`src/rtl/pixel_digital_scan.sv`:
```
// rtl/pixel_digital_scan.sv - free-running row/column-group scan sequencer for a pixel array
module pixel_digital_scan #(
    parameter int ROW           = 400,
    parameter int COLUMN        = 32,
    parameter int ROW_CNT_WIDTH = 9,
    parameter int COL_CNT_WIDTH = 5
) (
    input  logic                   clk_s,
    input  logic                   rst_s,
    input  logic                   start_s,
    input  logic                   speak_s,
    output logic                   marker_a,
    output logic [ROW-1:0]         rowSel,
    output logic [COLUMN*32-1:0]   columnSel
);

    localparam int RW   = (ROW_CNT_WIDTH > $clog2(ROW)) ? ROW_CNT_WIDTH : $clog2(ROW);
    localparam int CW   = (COL_CNT_WIDTH > $clog2(COLUMN)) ? COL_CNT_WIDTH : $clog2(COLUMN);
    localparam int SELW = COLUMN * 32;

    localparam logic [RW-1:0] R_LAST = RW'(ROW - 1);
    localparam logic [CW-1:0] C_LAST = CW'(COLUMN - 1);

    typedef enum logic {IDLE, SCAN} state_t;

    state_t          state, state_n;
    logic [RW-1:0]   r, r_n;
    logic [CW-1:0]   c, c_n;
    logic            mark_n;
    logic [ROW-1:0]  row_n;
    logic [SELW-1:0] col_n;

    always_ff @(posedge clk_s or posedge rst_s) begin
        if (rst_s) begin
            state <= IDLE;
            r     <= '0;
            c     <= '0;
        end else begin
            state <= state_n;
            r     <= r_n;
            c     <= c_n;
        end
    end

    // Marker fires only on entry to (0,0): a restart or the end-of-frame wrap.
    always_comb begin
        state_n = state;
        r_n     = r;
        c_n     = c;
        mark_n  = 1'b0;
        if (start_s) begin
            state_n = SCAN;
            r_n     = '0;
            c_n     = '0;
            mark_n  = 1'b1;
        end else if (state == SCAN && speak_s) begin
            if (c == C_LAST) begin
                c_n = '0;
                if (r == R_LAST) begin
                    r_n    = '0;
                    mark_n = 1'b1;
                end else begin
                    r_n = r + 1'b1;
                end
            end else begin
                c_n = c + 1'b1;
            end
        end
    end

    always_comb begin
        row_n = ROW'(1) << r_n;
        col_n = SELW'({32{1'b1}}) << {c_n, 5'b0};
    end

    // Selects are decoded from the next position so they sit directly on flops.
    always_ff @(posedge clk_s or posedge rst_s) begin
        if (rst_s) begin
            rowSel    <= '0;
            columnSel <= '0;
            marker_a  <= 1'b0;
        end else if (state_n == SCAN) begin
            rowSel    <= row_n;
            columnSel <= col_n;
            marker_a  <= mark_n;
        end else begin
            rowSel    <= '0;
            columnSel <= '0;
            marker_a  <= 1'b0;
        end
    end

endmodule

```
`config.mk`:
```
export PLATFORM = sky130hd
export DESIGN_NAME = pixel_digital_scan
export DESIGN_NICKNAME = d
export VERILOG_FILES = /design/src/rtl/pixel_digital_scan.sv
export SDC_FILE = /design/constraint.sdc
export NUM_CORES = 1
export LEC_CHECK = 0
export ABC_AREA = 1
export BUFFER_PORTS_ARGS = -buffer_cell sky130_fd_sc_hd__buf_4
export CAP_MARGIN = 10
export CORE_AREA = 4 4 547 549
export DETAILED_ROUTE_END_ITERATION = 16
export DIE_AREA = 0 0 551 553
export HOLD_SLACK_MARGIN = 0.12
export MAX_ROUTING_LAYER = met4
export SYNTH_ARGS = -nofsm -noshare
export SYNTH_HDL_FRONTEND = slang
export SYNTH_SLANG_ARGS = --single-unit
```
`constraint.sdc`:
```
create_clock -name clk_s -period 17.3 [get_ports clk_s]
set_input_delay 3.46 -clock clk_s [delete_from_list [all_inputs] [get_ports clk_s]]
set_output_delay 3.46 -clock clk_s [all_outputs]
set_load 0.01 [all_outputs]
```
==> run metrics, run 1 <==
Gates resized, CTS repair 0; gr ovfl total 0; DRC 0; synth warn 0; Yosys cell types 32; pwr/cell area 68.39 mW/mm²; syn avg cell area 9.567 µm²; clock power share 47.7%; fraction of layout cells with a size suffix above 1 56.80%; Fin Clk Skew 0.05879 ns; number of global-route vias before repair 17040; Die H 553 µm; CP Capture Type flip-flop; FP Rows 199; die area 0.3047 mm²; Max Freq 0.1584 GHz; DRT Pass-1 Iters 5; number of synthesized register bits 448; post-CTS setup buffer count 0; Seq pwr share 46.9%; status finished, final reports clean; VDD IR-drop max 89.71 µV; Setup crit start kind input port; cell area after layout 0.03302 mm²; top cells by count, synth buf_4, dfrtp_1, nor2_1; synthesized area 0.02326 mm²; GP Congestion 0.8516; Combinational Power Share 5.4%; I/O pins 1429; Root Driver clkbuf_16; htree depth 2; Switching Share 25.44%; top cell type's share of synthesized area 48.20%; register area share after synthesis 48.20%; dominant synthesized flop cell dfrtp_1; initial core utilization 7.916%; Post-Synth XOR/XNOR Area 0.1076%; Worst slew margin 19.91%; vias per inst 2.553; Synth Area in Simple Gates 16.51%; Sw Pwr 0.0005745 W; Layout Nets 2859; Adder-Cell Fraction of Synth Area 0.1614%; Post-DRT Antenna Nets 0; final setup vio count 0; final hold vios 0; Max Buffers Root-to-Sink 3; post-synthesis compound-gate area fraction 0.2851%; setup tns final 0 ns; MaxCap Viol Count 0; Chip Width 551 µm; wire length per cell 17.61 µm; Post-Syn Nets 2438; GRT Util Overall 7.502%; Worst Path Arrival 6.82 ns; Hold WC Path Type flip-flop to flip-flop; CTS tree yes; top-count cell post-synth buf_4; CP Data Required Time 17.81 ns; Skew-Pair Late Insertion Delay 0.66 ns; Tcrit/Tclk final 36.49%; Sink Count 448; Internal 0.001683 W; Initial DRC Count 981; mux cell area share after synthesis 0%; critical path class input port to flip-flop; Post-CTS Hold Fix Bufs 0; initial antenna violation count 8; Reg clk slew, reported paths 0.06 ns; fin. max-slew vios 0; RSZ-0062 raised after global routing false; Tmin final 6.313 ns; Synth Instances 2431; Layout Utilization 11.24%; P_leak 16.16 nW; filler cell count 33820; Area contributors post-synth dfrtp_1, buf_4, nor2_1; HPWL after DPL 97130 µm; global-route wire length before repair 154400 µm; largest area contributor in the netlist dfrtp_1; number of flops mapped to enable cells by yosys 0; final WL 120000 µm; Post-synth ARST share 100.0%; Max Fanout on Critical Path 28; largest family of logic cells by synthesized area buffers and inverters; Core Region 0.2938 mm²; port bufs 1428; P&R area growth vs syn 41.96%; worst slew pin tran 1.197 ns; via count 17400; total CTS buffers 50; Placed Area 0.03133 mm²; largest net degree at the start of global routing 98
## sequential cells by signal (all words and copies together) (netlist names)
name	flops
c	5
columnSel	32
marker_a	1
r	9
rowSel	400
state	1
## layer usage
metal	part of all wire [%]	global-route usage (%)
met5	0	-
met4	5.0	3.495
met3	10	2.546
met2	46	11.85
met1	39	8.517
## cells by family after synthesis
logic type,Yosys count
buf+inv,1132
simple gates,836
flops,448
compound gates,10
fa+ha+maj,3
xor+xnor,2
## stage by stage
step	power (W)	worst slack, ns	hold WS, ns	std cells
2_1_floorplan	0.001169	1.355	0.5471	2431
3_3_place_gp	0.001207	10.43	0.6603	6717
3_5_place_dp	0.001207	10.45	0.6634	6717
4_1_cts	0.002309	11.19	0.6781	6801
5_1_grt	0.002353	11.04	0.7005	6806
6_report	0.002258	10.99	0.6813	6816
## final cells by class
cell class	count	area, µm²	area share, %
inverter	28	117.6	0.3562
tap	3919	4903	14.85
sequential	448	11230	34.00
clock inverter	16	171.4	0.5192
timing repair buffer	1473	11080	33.57
multi-input combinational	851	4044	12.25
clock buffer	68	1439	4.358
antenna	13	32.53	0.09853
## worst max-delay path, cell delays in order
cell,delay [ns]
buf_4,0.10
nand2_1,0.09
inv_2,0.26
nand2_1,0.16
xor2_2,0.77
nor2_4,0.06
inv_4,0.30
nand4_1,0.95
nor3_1,0.59
## power groups by stage
stage          logic (W)  clock network, W  registers, W
2_1_floorplan  0.0000906                 0       0.00108
3_3_place_gp    0.000126                 0       0.00108
3_5_place_dp    0.000127                 0       0.00108
4_1_cts         0.000127           0.00112       0.00106
5_1_grt         0.000134           0.00116       0.00106
6_report        0.000123           0.00108       0.00106
## final timing paths
check                         endpoint  depth (start not counted)  slack, ns     from
setup / recovery           rowSel[325]                          9      10.99  speak_s
hold / removal                    r[1]                          2       0.68     r[1]
setup reg to reg           rowSel[325]                         11      13.00     c[2]
hold reg to reg                   r[1]                          2       0.68     r[1]
max in group asynchronous  rowSel[325]                          5      11.46    rst_s
min in group asynchronous  rowSel[298]                          2       2.90    rst_s
## placed cells by master, fill, tap and decap left out, types with 13 or more instances in the layout
cell | synthesis | final
dfrtp_1 | 448 | 436
nor2_1 | 423 | 422
nand3_1 | 118 | 116
nor2_2 | 28 | 28
inv_1 | 17 | 16
diode_2 | 0 | 13
nand4_1 | 107 | 107
nand2_1 | 84 | 81
buf_4 | 998 | 1471
clkbuf_16 | 0 | 50
nor3_1 | 51 | 50
(Power assumes the default switching activity.)
==> run 2: changes to the inputs <==
Clock period 17.3 ns to 6 ns, I/O delays scaled along.
==> run 2 against run 1 <==
  * Sequential share of layout area down 0.24 points
  * Combinational power rose to 2.8 times the previous value
  * Register-to-register slack worse by 11 ns
  * Hold slack worse by 0.0025 ns
  * Wire length up 6.6%
  * Critical path depth up 4
  * Cell count up 0.13%
  * Critical endpoint is now rowSel[381]
==> run metrics, run 2 (synthesis gave the netlist of run 1 again) <==
status finished, final reports clean; Die H 553 µm (unchanged); final setup vio count 0 (unchanged); fraction of layout cells with a size suffix above 1 56.96% (+0.16 points); initial antenna violation count 8 (unchanged); gr ovfl total 0 (unchanged); setup tns final 0 ns (unchanged); Reg2Reg Launch Point c[0]; Non-Filler Instances 6825 (+0.13%); wire length per cell 18.76 µm (+6.5%); vias per inst 2.594 (+1.6%); max reg flops 400 (unchanged); RSZ-0062 raised after global routing false; FP Rows 199 (unchanged); P_leak 16.27 nW (+0.70%); number of global-route vias before repair 16850 (-1.1%); I/O pins 1429 (unchanged); htree depth 2 (unchanged); Largest regs rowSel x400, columnSel x32, r x9; r2r worst-path depth 13 (+2); worst setup path end rowSel[381]; cell area after layout 0.03326 mm² (+0.74%); cell count after placement 6717 (unchanged); worst flop-to-flop path endpoint rowSel[381]; largest net degree at the start of global routing 110 (+12%); Layout Nets 2861 (+0.070%); Setup crit start kind flip-flop; P&R area growth vs syn 43.01%; Reg clk slew, reported paths 0.06 ns (about the same); MaxCap Viol Count 0 (unchanged); filler cell count 33800 (-0.068%); DRC 0 (unchanged); final WL 128000 µm (+6.6%); die area 0.3047 mm² (unchanged); Post-DRT Antenna Nets 0 (unchanged); Initial DRC Count 1142 (+16%); CTS tree yes; worst slew pin tran 1.202 ns (+0.005531 ns); port bufs 1428 (unchanged); final hold vios 0 (unchanged); Skew-Pair Late Insertion Delay 0.66 ns (about the same); Core Region 0.2938 mm² (unchanged); Max Fanout on Critical Path 10 (-64%); Top reg by flops rowSel; critical path class flip-flop to flip-flop; Max Freq 0.2596 GHz; VDD IR-drop max 259.3 µV (+190%); via count 17710 (+1.7%); Worst slew margin 19.84% (-0.074 points); Tcrit/Tclk final 64.21%; Root Driver clkbuf_16; Tmin final 3.853 ns; Hold WC Path Type flip-flop to flip-flop; Placed Area 0.03146 mm² (+0.40%); post-CTS setup buffer count 0 (unchanged); Post-CTS Hold Fix Bufs 0 (unchanged); leading cell type in the layout, fill and taps excluded buf_4; Max Buffers Root-to-Sink 3 (unchanged); CP Data Required Time 6.53 ns (-11.28 ns); pwr/cell area 202.8 mW/mm² (+200%); initial core utilization 7.916% (unchanged); Fin Clk Skew 0.04239 ns (-0.01640 ns); global-route wire length before repair 163400 µm (+5.8%); Worst Setup SP c[0]; Sink Count 448 (unchanged); DRT Pass-1 Iters 5 (unchanged); GP Congestion 0.8362 (-1.8%); Worst Path Arrival 4.38 ns (-2.44 ns); total power 0.006745 W (+200%); GRT Util Overall 8.012% (+0.51 points); Chip Width 551 µm (unchanged); HPWL after DPL 103400 µm (+6.5%); Layout Utilization 11.32% (+0.083 points); reg-to-reg setup timing slack 2.15 ns (-10.85 ns); fin. max-slew vios 0 (unchanged); total CTS buffers 53 (+6.0%); CP Capture Type flip-flop; Gates resized, CTS repair 0 (unchanged); most frequent cells in the layout buf_4, dfrtp_1, nor2_1
## run 2: cell types whose count changed in the layout (fill, tap and decap cells not counted), moves of 3 or more
cell	before	now
buf_12	2	10
clkbuf_16	50	53
buf_4	1471	1462
clkinv_2	5	9
diode_2	13	9
inv_6	4	8
clkbuf_1	6	9
nor3_4	2	5
## run 2: worst min-delay path by stage
| stage | cells after the start | endpoint | from | slack (ns) |
|---|---|---|---|---|
| 2_1_floorplan | 2 | state | state | 0.55 |
| 3_3_place_gp | 2 | c[4] | c[4] | 0.66 |
| 3_5_place_dp | 2 | r[1] | r[1] | 0.66 |
| 4_1_cts | 2 | r[1] | r[1] | 0.68 |
| 5_1_grt | 2 | r[1] | r[1] | 0.72 |
| 6_report | 2 | c[4] | c[4] | 0.68 |
## run 2: power by group
part	total [W]	switching (W)	leakage, nW	internal [W]
Clock	0.00333	0.00147	0.858	0.00186
Combinational	0.000347	0.000206	9.19	0.000141
Sequential	0.00307	0.0000450	6.22	0.00303
Total	0.00675	0.00172	16.3	0.00502
## run 2: worst max-delay path: stages (launching register included)
cell and delay, ns:
dfrtp_1 0.37, ha_1 0.18, inv_1 0.05, nor2_1 0.11, ha_1 0.28, nand2_1 0.09, xor2_1 0.14, nand2_1 0.10
nand3_4 0.19, inv_2 0.26, nand3_1 0.21, nor2_2 0.37, nand4_1 0.84, nor3_1 0.52
## run 2: metal layers
metal  global-route usage [%]  up-vias  share of wire [%]
met2                    13.10     1119                 48
met3                    2.831      127                 11
met4                    2.431        0                3.0
met1                    9.161     8919                 38
li1                         -     7540                  -
met5                        -        -                  0
## run 2: area by class of cell
class | count | area (µm²) | share of cell area [%]
Clock inverter | 26 | 260.3 | 0.7825
Sequential cell | 448 | 11230 | 33.76
Tap cell | 3919 | 4903 | 14.74
Inverter | 28 | 113.9 | 0.3423
Clock buffer | 72 | 1498 | 4.503
Antenna cell | 9 | 22.52 | 0.06771
Multi-Input combinational cell | 851 | 4058 | 12.20
Timing Repair Buffer | 1472 | 11180 | 33.60
## run 2: metrics by stage
| step | setup slack [ns] | hold slack, ns |
|---|---|---|
| after floorplan | -1.257 | 0.5471 |
| after global placement | 1.630 | 0.6578 |
| after detailed placement | 1.639 | 0.6599 |
| after CTS | 2.169 | 0.6762 |
| after global routing | 1.838 | 0.7155 |
| final | 2.147 | 0.6788 |
==> run 3: changes to the inputs <==
Settings changed: CORE_AREA 4 4 547 549 to 4 4 557 559, DIE_AREA 0 0 551 553 to 0 0 561 563.
Clock period 6 ns to 3.4 ns, I/O delays scaled along.
==> run 3 against run 2 <==
  * First-iteration DRC count fell by 3.1%
  * Fmax grew 24%
  * Sequential cell count unchanged
  * Sequential power rose by 75%
  * Via count increased by 1.2%
  * Cell count increased by 4.2%
  * Count of clock-buffer cells in the layout up 9
  * Critical path type unchanged
  * Highest routed layer unchanged
==> run metrics, run 3 (synthesis gave the netlist of run 1 again) <==
worst flop-to-flop path endpoint rowSel[248]; vias per inst 2.521 (-2.8%); initial antenna violation count 7 (-1); final setup vio count 0 (unchanged); Die H 563 µm (+1.8%); Largest regs rowSel x400, columnSel x32, r x9; Post-DRT Antenna Nets 0 (unchanged); Root Driver clkbuf_16; DRC 0 (unchanged); GRT Util Overall 7.511% (-0.50 points); gr ovfl total 0 (unchanged); most frequent cells in the layout buf_4, dfrtp_1, nor2_1; critical path class flip-flop to flip-flop; port bufs 1428 (unchanged); Sink Count 448 (unchanged); largest net degree at the start of global routing 106 (-3.6%); fraction of layout cells with a size suffix above 1 58.31% (+1.4 points); GP Congestion 0.8565 (+2.4%); die area 0.3158 mm² (+3.7%); Max Buffers Root-to-Sink 3 (unchanged); Worst Setup SP c[0]; Setup crit start kind flip-flop; fin. max-slew vios 0 (unchanged); Layout Nets 2970 (+3.8%); CTS tree yes; Initial DRC Count 1107 (-3.1%); Reg clk slew, reported paths 0.06 ns (about the same); leading cell type in the layout, fill and taps excluded buf_4; Worst slew margin 28.13% (+8.3 points); worst setup path end rowSel[248]; P_leak 16.91 nW (+3.9%); Core Region 0.3050 mm² (+3.8%); MaxCap Viol Count 0 (unchanged); reg-to-reg setup timing slack 0.29 ns (-1.86 ns); wire length per cell 17.57 µm (-6.3%); Reg2Reg Launch Point c[0]; Skew-Pair Late Insertion Delay 0.66 ns (about the same); HPWL after DPL 102800 µm (-0.64%); Multi-input gate area 0.004045 mm² (-0.31%); FF+latch area 0.01122 mm² (about the same); Hold WC Path Type input port to async pin; pwr/cell area 356.1 mW/mm² (+76%); max reg flops 400 (unchanged); global-route wire length before repair 160400 µm (-1.8%); initial core utilization 7.624% (-0.29 points); I/O pins 1429 (unchanged); total power 0.01228 W (+82%); RSZ-0062 raised after global routing false; via count 17920 (+1.2%); Worst Path Arrival 3.67 ns (-0.71 ns); filler cell count 35020 (+3.6%); Fin Clk Skew 0.03336 ns (-0.009023 ns); r2r worst-path depth 15 (+2); Tcrit/Tclk final 91.49% (+27 points); final setup margin 0.2892 ns (-1.858 ns); FP Rows 203 (+2.0%); Top reg by flops rowSel; Max Fanout on Critical Path 18 (+8); setup tns final 0 ns (unchanged); DRT Pass-1 Iters 5 (unchanged); worst slew pin tran 1.078 ns (-0.1243 ns); Max Freq 0.3215 GHz (+24%); final WL 124900 µm (-2.4%); worst hold margin 0.1434 ns (-0.5354 ns); htree depth 2 (unchanged); P&R area growth vs syn 48.30%; total CTS buffers 54 (+1.9%); Chip Width 561 µm (+1.8%); Tmin final 3.111 ns (-0.7418 ns); status finished, final reports clean; Setup WS pre-CTS 0.1164 ns (-1.522 ns); CP Capture Type flip-flop; VDD IR-drop max 398.3 µV (+54%); final hold vios 0 (unchanged); CP Data Required Time 3.96 ns (-2.57 ns); number of global-route vias before repair 17660 (+4.8%)
## run 3: cell types whose count changed in the layout (fill, tap and decap cells not counted), sizes merged
cell,change
nand3,+1
clkbuf,+9
bufinv,+3
diode,-7
clkinv,-2
buf,+107
inv,-5
clkinvlp,-2
## run 3: through the flow
step	std cells	utilization [%]	instance area, µm²
after detailed placement	7003	10.67	32540
after global routing	7110	11.31	34490
after global placement	7003	10.67	32540
final	7110	11.31	34490
after CTS	7104	11.29	34450
after floorplan	2431	-	23260
## run 3: report_power, final
part / switching, W / total (W) / leakage, nW / internal (W)
combinational: 0.000425 / 0.000689 / 9.74 / 0.000264
clock: 0.00254 / 0.00623 / 0.938 / 0.00369
sequential: 0.0000238 / 0.00537 / 6.23 / 0.00534
## run 3: worst max-delay path, stage by stage, from the launching register on
cell and delay, ns:
dfrtp_1 0.39, ha_1 0.20, inv_1 0.06, nor2_1 0.10, ha_1 0.28, nand2_2 0.13, nor2_1 0.19, nand2_1 0.11
nand2_2 0.15, nand2_4 0.18, inv_2 0.28, nand4_1 0.25, nor2_2 0.26, buf_4 0.21, nand2_1 0.07, nor2_1 0.16
## run 3: cell type report
| type | count | share of cell area (%) |
|---|---|---|
| Timing Repair Buffer | 1579 | 34.99 |
| Sequential cell | 448 | 32.54 |
| Tap cell | 4100 | 14.87 |
| Multi-Input combinational cell | 852 | 11.73 |
| Clock buffer | 81 | 4.705 |
| Clock inverter | 20 | 0.8235 |
| Inverter | 28 | 0.3301 |
| Antenna cell | 2 | 0.01451 |
## run 3: how the worst min path moves through the flow
| stage | startpoint | end | depth (start not counted) |
|---|---|---|---|
| after floorplan | state | state | 2 |
| after CTS | rst_s | rowSel[270] | 2 |
| after global placement | r[1] | r[1] | 2 |
| after detailed placement | c[3] | c[3] | 3 |
| after global routing | rst_s | rowSel[270] | 2 |
| final | rst_s | rowSel[270] | 2 |
## run 3: layer usage
metal	global-route usage, %	part of all wire [%]	up-vias
met5	-	0	-
met4	2.616	3.5	0
met3	3.063	12	142
met2	12.14	48	1087
met1	8.353	37	8954
li1	-	-	7739
## run 3: repair_timing
action | in CTS | in global routing
endpoints found under the setup margin | 0 | 2
hold buffers | 0 | 0
buffers inserted | 0 | 3
resized for setup | 0 | 1
